`config.mk`:
```
export PLATFORM = sky130hd
export DESIGN_NAME = mul_arb
export DESIGN_NICKNAME = d
export VERILOG_FILES = /design/src/rtl/mul_arb.sv
export SDC_FILE = /design/constraint.sdc
export NUM_CORES = 1
export LEC_CHECK = 0
export ABC_AREA = 1
export CAP_MARGIN = 40
export CORE_MARGIN = 8
export CORE_UTILIZATION = 57
export CTS_CLUSTER_DIAMETER = 50
export DETAILED_ROUTE_END_ITERATION = 8
export GPL_TIMING_DRIVEN = 1
export HOLD_SLACK_MARGIN = 0.12
export PLACE_DENSITY_LB_ADDON = 0.25
export SETUP_SLACK_MARGIN = 0.05
export SKIP_LAST_GASP = 1
export SYNTH_ARGS = -nofsm -noshare
export SYNTH_HDL_FRONTEND = slang
export SYNTH_SLANG_ARGS = --single-unit
```
`constraint.sdc`:
```
create_clock -name clk -period 6.47 [get_ports clk]
set_input_delay 0.9705 -clock clk [delete_from_list [all_inputs] [get_ports clk]]
set_output_delay 0.9705 -clock clk [all_outputs]
set_load 0.005 [all_outputs]
```
`src/rtl/mul_arb.sv`:
```
// rtl/mul_arb.sv - two-requester arbiter in front of one shared 4b complex multiplier
// Define MUL_ARB_RR_EN for round-robin arbitration; default is fixed priority with starvation guard.
module mul_arb #(
  parameter int STARVE_LIMIT = 4
) (
  input  logic        clk,
  input  logic        rst,
  input  logic        req0_valid,
  output logic        req0_ready,
  input  logic [7:0]  req0_a,
  input  logic [7:0]  req0_b,
  input  logic        req1_valid,
  output logic        req1_ready,
  input  logic [7:0]  req1_a,
  input  logic [7:0]  req1_b,
  output logic        rsp_valid,
  input  logic        rsp_ready,
  output logic [15:0] rsp_data,
  output logic        rsp_id,
  output logic        busy
);

  logic        rsp_valid_q, rsp_valid_d;
  logic [15:0] rsp_data_q, rsp_data_d;
  logic        rsp_id_q, rsp_id_d;
  logic        accept_ok, pick1, grant1, xfer;
  logic [7:0]  op_a, op_b;
  logic signed [7:0] ar, ai, br, bi, re_prod, im_prod;

`ifdef MUL_ARB_RR_EN
  logic ptr_q, ptr_d;

  assign pick1 = ptr_q;

  always_comb begin
    ptr_d = ptr_q;
    if (xfer) ptr_d = ~grant1;
  end

  always_ff @(posedge clk) begin
    if (rst) ptr_q <= 1'b0;
    else     ptr_q <= ptr_d;
  end
`else
  logic [3:0] streak_q, streak_d;

  assign pick1 = (streak_q == 4'(STARVE_LIMIT));

  // Counts requester-0 wins while requester 1 is kept waiting.
  always_comb begin
    streak_d = streak_q;
    if (req1_ready || !req1_valid) streak_d = 4'd0;
    else if (req0_ready)           streak_d = streak_q + 4'd1;
  end

  always_ff @(posedge clk) begin
    if (rst) streak_q <= 4'd0;
    else     streak_q <= streak_d;
  end
`endif

  always_comb begin
    accept_ok  = ~rsp_valid_q | rsp_ready;
    grant1     = (req0_valid & req1_valid) ? pick1 : req1_valid;
    req0_ready = ~rst & accept_ok & req0_valid & ~grant1;
    req1_ready = ~rst & accept_ok & req1_valid & grant1;
    xfer       = req0_ready | req1_ready;

    op_a = grant1 ? req1_a : req0_a;
    op_b = grant1 ? req1_b : req0_b;
    ar   = {{4{op_a[7]}}, op_a[7:4]};
    ai   = {{4{op_a[3]}}, op_a[3:0]};
    br   = {{4{op_b[7]}}, op_b[7:4]};
    bi   = {{4{op_b[3]}}, op_b[3:0]};
    // Mod-256 arithmetic yields exactly the truncated full-precision result.
    re_prod = ar * br - ai * bi;
    im_prod = ar * bi + ai * br;

    rsp_valid_d = rsp_valid_q;
    rsp_data_d  = rsp_data_q;
    rsp_id_d    = rsp_id_q;
    if (xfer) begin
      rsp_valid_d = 1'b1;
      rsp_data_d  = {re_prod, im_prod};
      rsp_id_d    = grant1;
    end else if (rsp_ready) begin
      rsp_valid_d = 1'b0;
    end
  end

  always_ff @(posedge clk) begin
    if (rst) begin
      rsp_valid_q <= 1'b0;
      rsp_data_q  <= 16'd0;
      rsp_id_q    <= 1'b0;
    end else begin
      rsp_valid_q <= rsp_valid_d;
      rsp_data_q  <= rsp_data_d;
      rsp_id_q    <= rsp_id_d;
    end
  end

  assign rsp_valid = rsp_valid_q;
  assign rsp_data  = rsp_data_q;
  assign rsp_id    = rsp_id_q;
  assign busy      = rsp_valid_q;

endmodule
```
==> out/summary.txt <==
outcome -> complete, no violations
M1 WL -> 3753 um
Initial Util -> 0.5871
Max Cap Viol -> 0
largest net degree at the start of global routing -> 29
Num CTS Buffers -> 3
Post-Synthesis Net Count -> 671
Worst R2R Path Depth -> 23
metal3 WL -> 473 um
final hold slack -> 0.4786 ns
crit path DAT -> 6.20 ns
global-route wire length before repair -> 15,650 um
Area contributors post-synth -> fa_1 (28%), inv_1 (13%), ha_1 (12%)
Overall Power -> 1.778 mW
CTS tree -> built
final instance area -> 4713 um^2
Mapped Cells -> 540
Crit path required time -> 6.68 ns
hold buffer count at cts -> 0
Ports -> 58
DRC viols -> 0
Pins Over Slew Limit -> 0
DR top layer -> met4
Worst-Margin Slew -> 0.6094 ns
Die ar. -> 9931 um^2
CTS Sinks -> 22
PnR worst setup slack -> 0.4792 ns
P per Cell Area -> 377.2 nW/um^2
Leakage -> 2.512 nW
Row Count -> 30
Detailed Route WL -> 8732 um
fin crit share -> 0.9259
mapped cell area -> 3989 um^2
Seq/Total Area, Yosys -> 0.1104
Yosys warnings -> 0
Synth top area share -> 0.2760
Tmin final -> 5.991 ns
final antenna-violating net count -> 0
diode count -> 0
Clock Latency Late Sink -> 0.26 ns
Worst-path clk slew -> 0.08 ns
post-cts gate resize count -> 0
clock skew -> 0.001626 ns
syn avg cell area -> 7.387 um^2
port bufs -> 57
Worst Hold Depth -> 2
CP max FO -> 28
HP Class -> reg2reg
Worst slew margin -> 0.5923
DR WL met2 -> 4461 um
Root Driver -> clkbuf_8
Starting DRT DRC Count -> 116
critical path startpoint category -> primary input
Area Growth Syn to Fin -> 18.16%
fmax -> 166.9 MHz
#FFs+latches synth -> 22
total negative setup slack -> 0 ns
final net count -> 730
antenna violations before repair -> 0
RSZ-0062 raised after global routing -> false
CTS H-tree lvls -> 1
CTS Buffer Depth -> 2
drt via density -> 4.951
Vias -> 3,436
share of cells above drive strength 1 -> 0.07191
Placed Instances -> 690
Remaining Overflow, GRT -> 0
DRT Pass-1 Iters -> 4
Place WS -> 0.2015 ns
Placer Congestion -> 0.9262
CP Capture Type -> register
top cell type by total area after synthesis -> fa_1
vias in the first global route -> 3,582
Fillers -> 578
worst vdd ir -> 0.0002482 V
Core Area -> 6794 um^2
WS Path Type -> in2reg
final non-filler cell total -> 694
final core occ -> 0.6937
HPWL Detailed -> 7660 um
Die X -> 99.66 um
All-Layer GR Usage -> 0.1874
final setup fails -> 0
Placed Area -> 4642 um^2
Post-CTS Setup Inserts -> 0
Synth cell types -> 37
final hold vios -> 0
Routed wire per std cell -> 12.58 um
die height -> 99.66 um
[per-layer routing]
layer / GRT usage / vias up
met5: 0 / -
met2: 0.3476 / 79
met1: 0.2268 / 1637
met3: 0.02584 / 4
li1: - / 1716
met4: 0.02678 / 0
[where the power goes]
group	leakage [nW]	internal (mW)	total [mW]	switching, mW
clock	0.0357	0.0826	0.129	0.0459
combinational	2.30	0.651	1.48	0.825
sequential	0.181	0.161	0.173	0.0122
total	2.51	0.894	1.78	0.883
[placed cells by master, fill, tap and decap left out, types with 5 or more instances in the layout]
| cell | n |
|---|---|
| a21oi_1 | 14 |
| ha_1 | 39 |
| or2_2 | 6 |
| fa_1 | 55 |
| clkdlybuf4s50_1 | 57 |
| xor2_1 | 6 |
| dfxtp_1 | 22 |
| o21ai_2 | 10 |
| nand2_1 | 86 |
| xnor2_1 | 9 |
| inv_2 | 7 |
| nor2_1 | 59 |
| inv_1 | 142 |
| buf_4 | 5 |
| nand3_1 | 28 |
| o21ai_0 | 17 |
[registers in the layout, indices dropped and copies added, names as in the netlist]
| register | cells |
|---|---|
| rsp_data | 16 |
| busy | 1 |
| streak_q | 4 |
| rsp_id | 1 |
[cell type report]
type                            count  area, um^2  share of cell area
Sequential cell                    22       440.4             0.09344
Timing Repair Buffer               62       608.1              0.1290
Multi-Input combinational cell    360        2908              0.6169
Tap cell                           96       120.1             0.02548
Inverter                          150       565.5              0.1200
Clock inverter                      1       30.03            0.006371
Clock buffer                        3       41.29            0.008760
[cells in the mapped netlist]
cell	number
nor2_1	59
xnor2_1	9
buf_6	5
a211oi_1	2
or2_4	1
inv_1	142
inv_4	1
buf_4	2
inv_2	7
nor3b_1	1
clkbuf_1	1
nand3_2	1
o21ai_1	3
o211ai_1	1
or2_1	1
nand2_2	3
o21ai_2	10
nand3b_1	1
dfxtp_1	22
fa_1	55
a21o_1	3
or2_2	6
nand2b_1	2
nand2_1	86
nand4_1	1
o21ai_4	1
ha_1	39
nor2_2	2
nor3_1	3
o21ai_0	17
a21oi_1	14
a21oi_2	1
o21bai_1	2
a31oi_1	1
nand3_1	28
nand2_4	1
xor2_1	6
[worst max-delay path, stage by stage]
cell and delay (ns):
clkdlybuf4s50_1 0.50, nand2_2 0.07, nand2_2 0.45, nand2_1 0.18, nand2_1 0.30, inv_1 0.10, buf_4 0.20, nand2_1 0.10
fa_1 0.43, fa_1 0.55, inv_1 0.05, fa_1 0.50, fa_1 0.49, ha_1 0.38, inv_1 0.08, nor3_1 0.19
nand3_1 0.11, nand2_1 0.14, xor2_1 0.25, o21bai_1 0.10, inv_1 0.05
[kinds of logic (layout without fill, tap and decap cells)]
kind of cell	after synthesis	in the layout	synth area share
simple gates	196	196	0.2102
buf+inv	158	216	0.1606
fa+ha+maj	94	94	0.3984
compound gates	55	55	0.08751
flops	22	22	0.1104
xor+xnor	15	15	0.03294
[worst paths after layout]
check / slack, ns / start / to
worst min-delay path: 0.48 / streak_q[3] / streak_q[3]
worst min register to register: 0.48 / streak_q[3] / streak_q[3]
worst max register to register: 0.97 / streak_q[1] / rsp_data[5]
worst max-delay path: 0.48 / req0_valid / rsp_data[5]
(Power assumes the default switching activity.)
